$ cat src/rtl/tdm_pkg.sv
// Shared TDM definitions: default frame geometry, slot index type and slot bit-offset helper.
package tdm_pkg;
   localparam int N_SLOTS = 8;
   localparam int SEL_W   = $clog2(N_SLOTS);
   localparam int DATA_W  = 1;

   typedef logic [SEL_W-1:0] slot_idx_t;

   function automatic int slot_to_lsb(input int k, input int data_w = DATA_W);
      return k * data_w;
   endfunction
endpackage

$ cat src/rtl/tdm_slot_counter.sv
// Mod-N_SLOTS slot counter shared by the TDM mux driver and demux.
// load1 beats load0, which beats inc.
module tdm_slot_counter #(
   parameter int N_SLOTS = tdm_pkg::N_SLOTS,
   parameter int SEL_W   = $clog2(N_SLOTS)
) (
   input  logic             clk,
   input  logic             rst,
   input  logic             inc,
   input  logic             load0,
   input  logic             load1,
   output logic [SEL_W-1:0] slot,
   output logic             last
);
   logic [SEL_W-1:0] slot_q, slot_d;

   // N_SLOTS is a power of two, so the natural binary wrap is the modulo.
   always_comb begin
      slot_d = slot_q;
      if (load1)      slot_d = SEL_W'(1);
      else if (load0) slot_d = '0;
      else if (inc)   slot_d = slot_q + SEL_W'(1);
   end

   always_ff @(posedge clk or posedge rst) begin
      if (rst) slot_q <= '0;
      else     slot_q <= slot_d;
   end

   assign slot = slot_q;
   assign last = (slot_q == SEL_W'(N_SLOTS - 1));
endmodule

$ cat src/rtl/tdm_demux8.sv
// TDM receive demultiplexer: steers serial slot samples into an assembly buffer and
// publishes each completed frame. Optional sync_err output under TDM_DEMUX_SYNC_ERR_EN.
module tdm_demux8
   import tdm_pkg::*;
#(
   parameter int N_SLOTS = tdm_pkg::N_SLOTS,
   parameter int SEL_W   = $clog2(N_SLOTS),
   parameter int DATA_W  = tdm_pkg::DATA_W
) (
   input  logic                      clk,
   input  logic                      rst,
   input  logic [DATA_W-1:0]         din,
   input  logic                      din_valid,
   input  logic                      sync,
   output logic [SEL_W-1:0]          slot,
   output logic [N_SLOTS*DATA_W-1:0] dout,
   output logic                      frame_valid
`ifdef TDM_DEMUX_SYNC_ERR_EN
  ,output logic                      sync_err
`endif
);
   localparam int FW = N_SLOTS * DATA_W;

   logic [FW-1:0] buf_q, buf_d;
   logic [FW-1:0] dout_q, dout_d;
   logic          fv_q, fv_d;
   logic          last;

   tdm_slot_counter #(.N_SLOTS(N_SLOTS), .SEL_W(SEL_W)) u_cnt (
      .clk   (clk),
      .rst   (rst),
      .inc   (din_valid),
      .load0 (sync),
      .load1 (sync & din_valid),
      .slot  (slot),
      .last  (last)
   );

   // Sync restarts the frame and wins over a completion on the last slot.
   always_comb begin
      buf_d  = buf_q;
      dout_d = dout_q;
      fv_d   = 1'b0;
      if (sync) begin
         buf_d = '0;
         if (din_valid) buf_d[0 +: DATA_W] = din;
      end else if (din_valid) begin
         for (int k = 0; k < N_SLOTS; k++)
            if (slot == SEL_W'(k)) buf_d[slot_to_lsb(k, DATA_W) +: DATA_W] = din;
         if (last) begin
            dout_d = buf_d;
            fv_d   = 1'b1;
         end
      end
   end

   always_ff @(posedge clk or posedge rst) begin
      if (rst) begin
         buf_q  <= '0;
         dout_q <= '0;
         fv_q   <= 1'b0;
      end else begin
         buf_q  <= buf_d;
         dout_q <= dout_d;
         fv_q   <= fv_d;
      end
   end

   assign dout        = dout_q;
   assign frame_valid = fv_q;

`ifdef TDM_DEMUX_SYNC_ERR_EN
   // synced_q: the frame currently being assembled was started by a sync.
   logic synced_q, synced_d;
   logic err_q, err_d;

   always_comb begin
      synced_d = synced_q;
      err_d    = 1'b0;
      if (sync) begin
         synced_d = 1'b1;
         err_d    = (slot != '0);
      end else if (din_valid && last) begin
         synced_d = 1'b0;
         err_d    = ~synced_q;
      end
   end

   always_ff @(posedge clk or posedge rst) begin
      if (rst) begin
         synced_q <= 1'b0;
         err_q    <= 1'b0;
      end else begin
         synced_q <= synced_d;
         err_q    <= err_d;
      end
   end

   assign sync_err = err_q;
`endif
endmodule

$ cat config.mk
export PLATFORM = sky130hd
export DESIGN_NAME = tdm_demux8
export DESIGN_NICKNAME = d
export VERILOG_FILES = /design/src/rtl/tdm_pkg.sv /design/src/rtl/tdm_slot_counter.sv /design/src/rtl/tdm_demux8.sv
export SDC_FILE = /design/constraint.sdc
export NUM_CORES = 1
export LEC_CHECK = 0
export CORE_ASPECT_RATIO = 0.9
export CORE_MARGIN = 2
export CORE_UTILIZATION = 40
export DETAILED_ROUTE_END_ITERATION = 12
export PLACE_DENSITY_LB_ADDON = 0.25
export SLEW_MARGIN = 20
export SYNTH_ARGS = -nofsm -noshare
export SYNTH_HDL_FRONTEND = slang
export SYNTH_HIERARCHICAL = 1
export SYNTH_SLANG_ARGS = --single-unit
$ cat constraint.sdc
create_clock -name clk -period 3.6 [get_ports clk]
set_clock_uncertainty 0.1 [all_clocks]
set_input_delay 1.08 -clock clk [delete_from_list [all_inputs] [get_ports clk]]
set_output_delay 1.08 -clock clk [all_outputs]
set_load 0.01 [all_outputs]
# Word level (Yosys, flattened, before mapping)
# Cells that the tools add are included.
[totals]
inputBits = 5
reg_bits = 20
elab_cells = 35
[classes]
n_addsub = 1
reduce_logical = 4
n_eq_ne = 7
mux = 17
bitwise = 2
[op_table]
columns = ["op", "n"]
rows = [
  ["$mux 8", 2],
  ["$eq 3x3->1 const B", 4],
  ["$mux 1", 12],
  ["$mux 3", 3],
  ["$eq 3x2->1 const B", 2],
  ["$add 3x1->3 const B", 1],
  ["$eq 3x1->1 const B", 1],
  ["$logic_not 3->1", 1],
  ["$reduce_and 3->1", 1],
  ["$reduce_bool 3->1", 1],
  ["$reduce_bool 2->1", 1],
  ["$and 1x1->1", 1],
  ["$not 1->1", 1],
]

# Logic depth before layout (Yosys ltp)
[depth]
ltp_word = 4
mapped_depth = 7

# Cells and area by module
# The synthesis kept the hierarchy.
[by_module_without_submodules]
columns = ["module", "n_inst", "area_each_um2", "cells_each"]
rows = [
  ["tdm_demux8", 1, 922.1, 85],
  ["tdm_slot_counter", 1, 150.1, 12],
]

# Worst setup path before layout
# Ideal clock, no wire load.
[synth_timing]
kind = "input to register"
start = "input din_valid"
end = "register buf_q[4]"
arrival_ps = 1653
n_path_buf = 1
path_slack_ps = 1716
path_stages = 4
setup_time_ps = 131
required_time_ps = 3369
cell_sequence = "buf_2 -> and4bb_1 -> mux2i_1 -> nor2_1"
[synth_via]
elab_chain_len = 1
[synth_lines]
columns = ["item", "line", "rtl"]
rows = [
  ["from (decl)", "tdm_demux8.sv:13", "input logic din_valid,"],
  ["$reduce_bool 2->1 (no line)", "n/a", ""],
  ["to (signal assigned)", "tdm_demux8.sv:63", "buf_q <= buf_d;"],
  ["to (decl)", "tdm_demux8.sv:24", "logic [FW-1:0] buf_q, buf_d;"],
]
# Every way passes these cells.
# A chain may end at the register's enable or synchronous reset.

# Worst setup path after layout
[layout_timing]
start = "register u_cnt.slot_q[0], in the netlist u_cnt/slot[0]"
end = "output slot[0]"
[layout_lines]
columns = ["item", "line", "rtl"]
rows = [
  ["from (decl)", "tdm_slot_counter.sv:15", "logic [SEL_W-1:0] slot_q, slot_d;"],
  ["from (signal assigned)", "tdm_slot_counter.sv:27", "else slot_q <= slot_d;"],
  ["to (decl)", "tdm_demux8.sv:15", "output logic [SEL_W-1:0] slot,"],
]
# No word-level cell between the ends.

==> reports/metrics.csv <==
metric,value,unit
status,"finished, final reports clean",
ys_seq_elements,20,
clockRootBuffer,clkbuf_4,
powerDensity,341.3,mW/mm^2
initial_core_util,0.4309,
ys_seq_area_frac,0.4667,
setup_violations,0,
die_w,58.58,um
synthCells,97,
io_buffers,16,
antenna_found_initial,0,
route.vias.total,737,
worst_pin_slew,638.2,ps
cts_buffer_depth,2,
grt_pass1_vias,716,
cp_max_fo,18,
crit_path_cell_trace,clkdlybuf4s50_1,
clock_latency,290,ps
vdd.ir_drop.worst,0.0002102,V
htreeDepth,1,
fin_nets,119,
drive_above_1_share,0.09009,
cp_num_buf_inv,1,
grt_max_degree,19,
totalWireLength,1983,um
critical-path-top-delay-family,flip-flops,
syn2layout_area_growth,17.15,%
leakagePower,0.6071,nW
post_cts_buffers,0,
syn_avg_cell_area,11.05,um^2
yosysWarnings,6,
clk_pin_slew_worst_paths,100,ps
synth_fp_nets,104,
dp_hpwl,1356,um
layout_commonest_cell,dfrtp_1,
p_total,428.8,uW
design.die.area,0.003112,mm^2
finalHoldViolCount,0,
fmax,351.4,MHz
core,0.002489,mm^2
die_y,53.12,um
grt_pass1_wl,3284,um
slew-limit-headroom,0.5741,
timing.final.max_slew_violations,0,
ctsHoldBuffers,0,
io_pins,17,
crit_path_top_delay_cell,dfrtp_1,
antenna_cells,0,
arrival,1670,ps
syn_area,0.001072,mm^2
ant_nets,0,
synth.distinct_cells,25,
routedWlPerCell,14.27,um
cp-end-kind,primary output,
cap_violations,0,
rows,17,
required,2420,ps
drt_iter0_drc,28,
dr.pass1.iters,4,
rsz0062_at_grt,false,
grt_usage,0.1458,
numCtsBuffers,3,
post_cts_resized,0,
clock-sinks,20,
setup.worst_path.start_class,register,
cpPeakStageDelay,720,ps
hold_class,register to register,
overflow,0,
viasPerCell,5.302,
final_cell_mix,"20 x dfrtp_1, 17 x mux2i_1, 16 x clkdlybuf4s50_1",
worstSetupPathType,register to primary output,
drc,0,
finalSetupTns,0,ps
cts_tree,yes,
place.gp.congestion,0.6974,
fin_crit,2845,ps
period_share,0.7904,
==> stage by stage <==
| step | util | cell area (um^2) | cells | hold slack (ps) | setup WS (ps) |
|---|---|---|---|---|---|
| 6_report | 0.5048 | 1256 | 139 | 445.4 | 754.6 |
| 5_1_grt | 0.5048 | 1256 | 139 | 469.3 | 640.4 |
| 4_1_cts | 0.5048 | 1256 | 139 | 449.4 | 719.6 |
| 3_5_place_dp | 0.4902 | 1220 | 135 | 420.4 | 916.4 |
| 3_3_place_gp | 0.4902 | 1220 | 135 | 418.8 | 983.8 |
| 2_1_floorplan | - | 1072 | 97 | 385.5 | 1716 |
==> synthesized netlist by cell type <==
library cell | count | area share
buf_2 | 2 | 0.0093
buf_4 | 2 | 0.014
a211o_1 | 1 | 0.0082
dfrtp_1 | 20 | 0.47
nand4b_1 | 3 | 0.025
nand3b_1 | 3 | 0.021
a21oi_1 | 8 | 0.037
and3b_1 | 1 | 0.0082
and4bb_1 | 3 | 0.035
nor3_2 | 1 | 0.0093
nor3_1 | 2 | 0.0093
xnor2_1 | 1 | 0.0082
ha_1 | 2 | 0.023
inv_1 | 3 | 0.011
nor3b_2 | 3 | 0.035
clkbuf_1 | 1 | 0.0035
nand2_1 | 1 | 0.0035
nand3_1 | 1 | 0.0047
nand4_1 | 1 | 0.0058
mux2i_1 | 17 | 0.16
nor2_1 | 15 | 0.053
o21bai_1 | 1 | 0.0070
buf_6 | 3 | 0.032
o211ai_1 | 1 | 0.0070
and2_1 | 1 | 0.0058
==> routing by layer <==
layer	track usage	vias up	wire [um]
met3	0.03178	2	77
met5	0	-	0
li1	-	367	-
met2	0.2247	14	901
met4	0.07197	0	14
met1	0.1935	354	990
==> report_power, final <==
| group | internal, mW | switching (mW) | leakage [nW] |
|---|---|---|---|
| clock network | 0.0616 | 0.0645 | 0.0210 |
| logic | 0.0312 | 0.0258 | 0.311 |
| registers | 0.231 | 0.0149 | 0.275 |
==> final cells by class <==
type	count	area (um^2)
repair buffers	18	175.2
fillers	239	1232
clock buffers	4	36.28
inverters	3	11.26
multi-input cells	66	498.0
well taps	28	35.03
flip-flops and latches	20	500.5
==> registers in the layout, summed over array words and instances (netlist names) <==
signal,count
dout,8
buf_q,8
frame_valid,1
u_cnt/slot,3
==> final timing paths <==
kind,start,end,slack (ps),depth (start not counted)
min,buf_q[2],buf_q[2],450,2
min in group asynchronous,rst,u_cnt/slot[1],870,2
max,u_cnt/slot[0],slot[0],750,1
max reg2reg,u_cnt/slot[0],dout[3],1510,5
max in group asynchronous,rst,buf_q[5],1910,2
min reg2reg,buf_q[2],buf_q[2],450,2
==> kinds of logic (layout without fill, tap and decap cells) <==
logic type,count (synthesis),after routing,synth area share
flops,20,20,0.4667
compound gates,11,11,0.05952
buf+inv,11,25,0.06883
fa+ha+maj,2,2,0.02333
simple gates,35,35,0.2147
xor+xnor,1,1,0.008170
mux,17,17,0.1587
(Power assumes the default switching activity.)
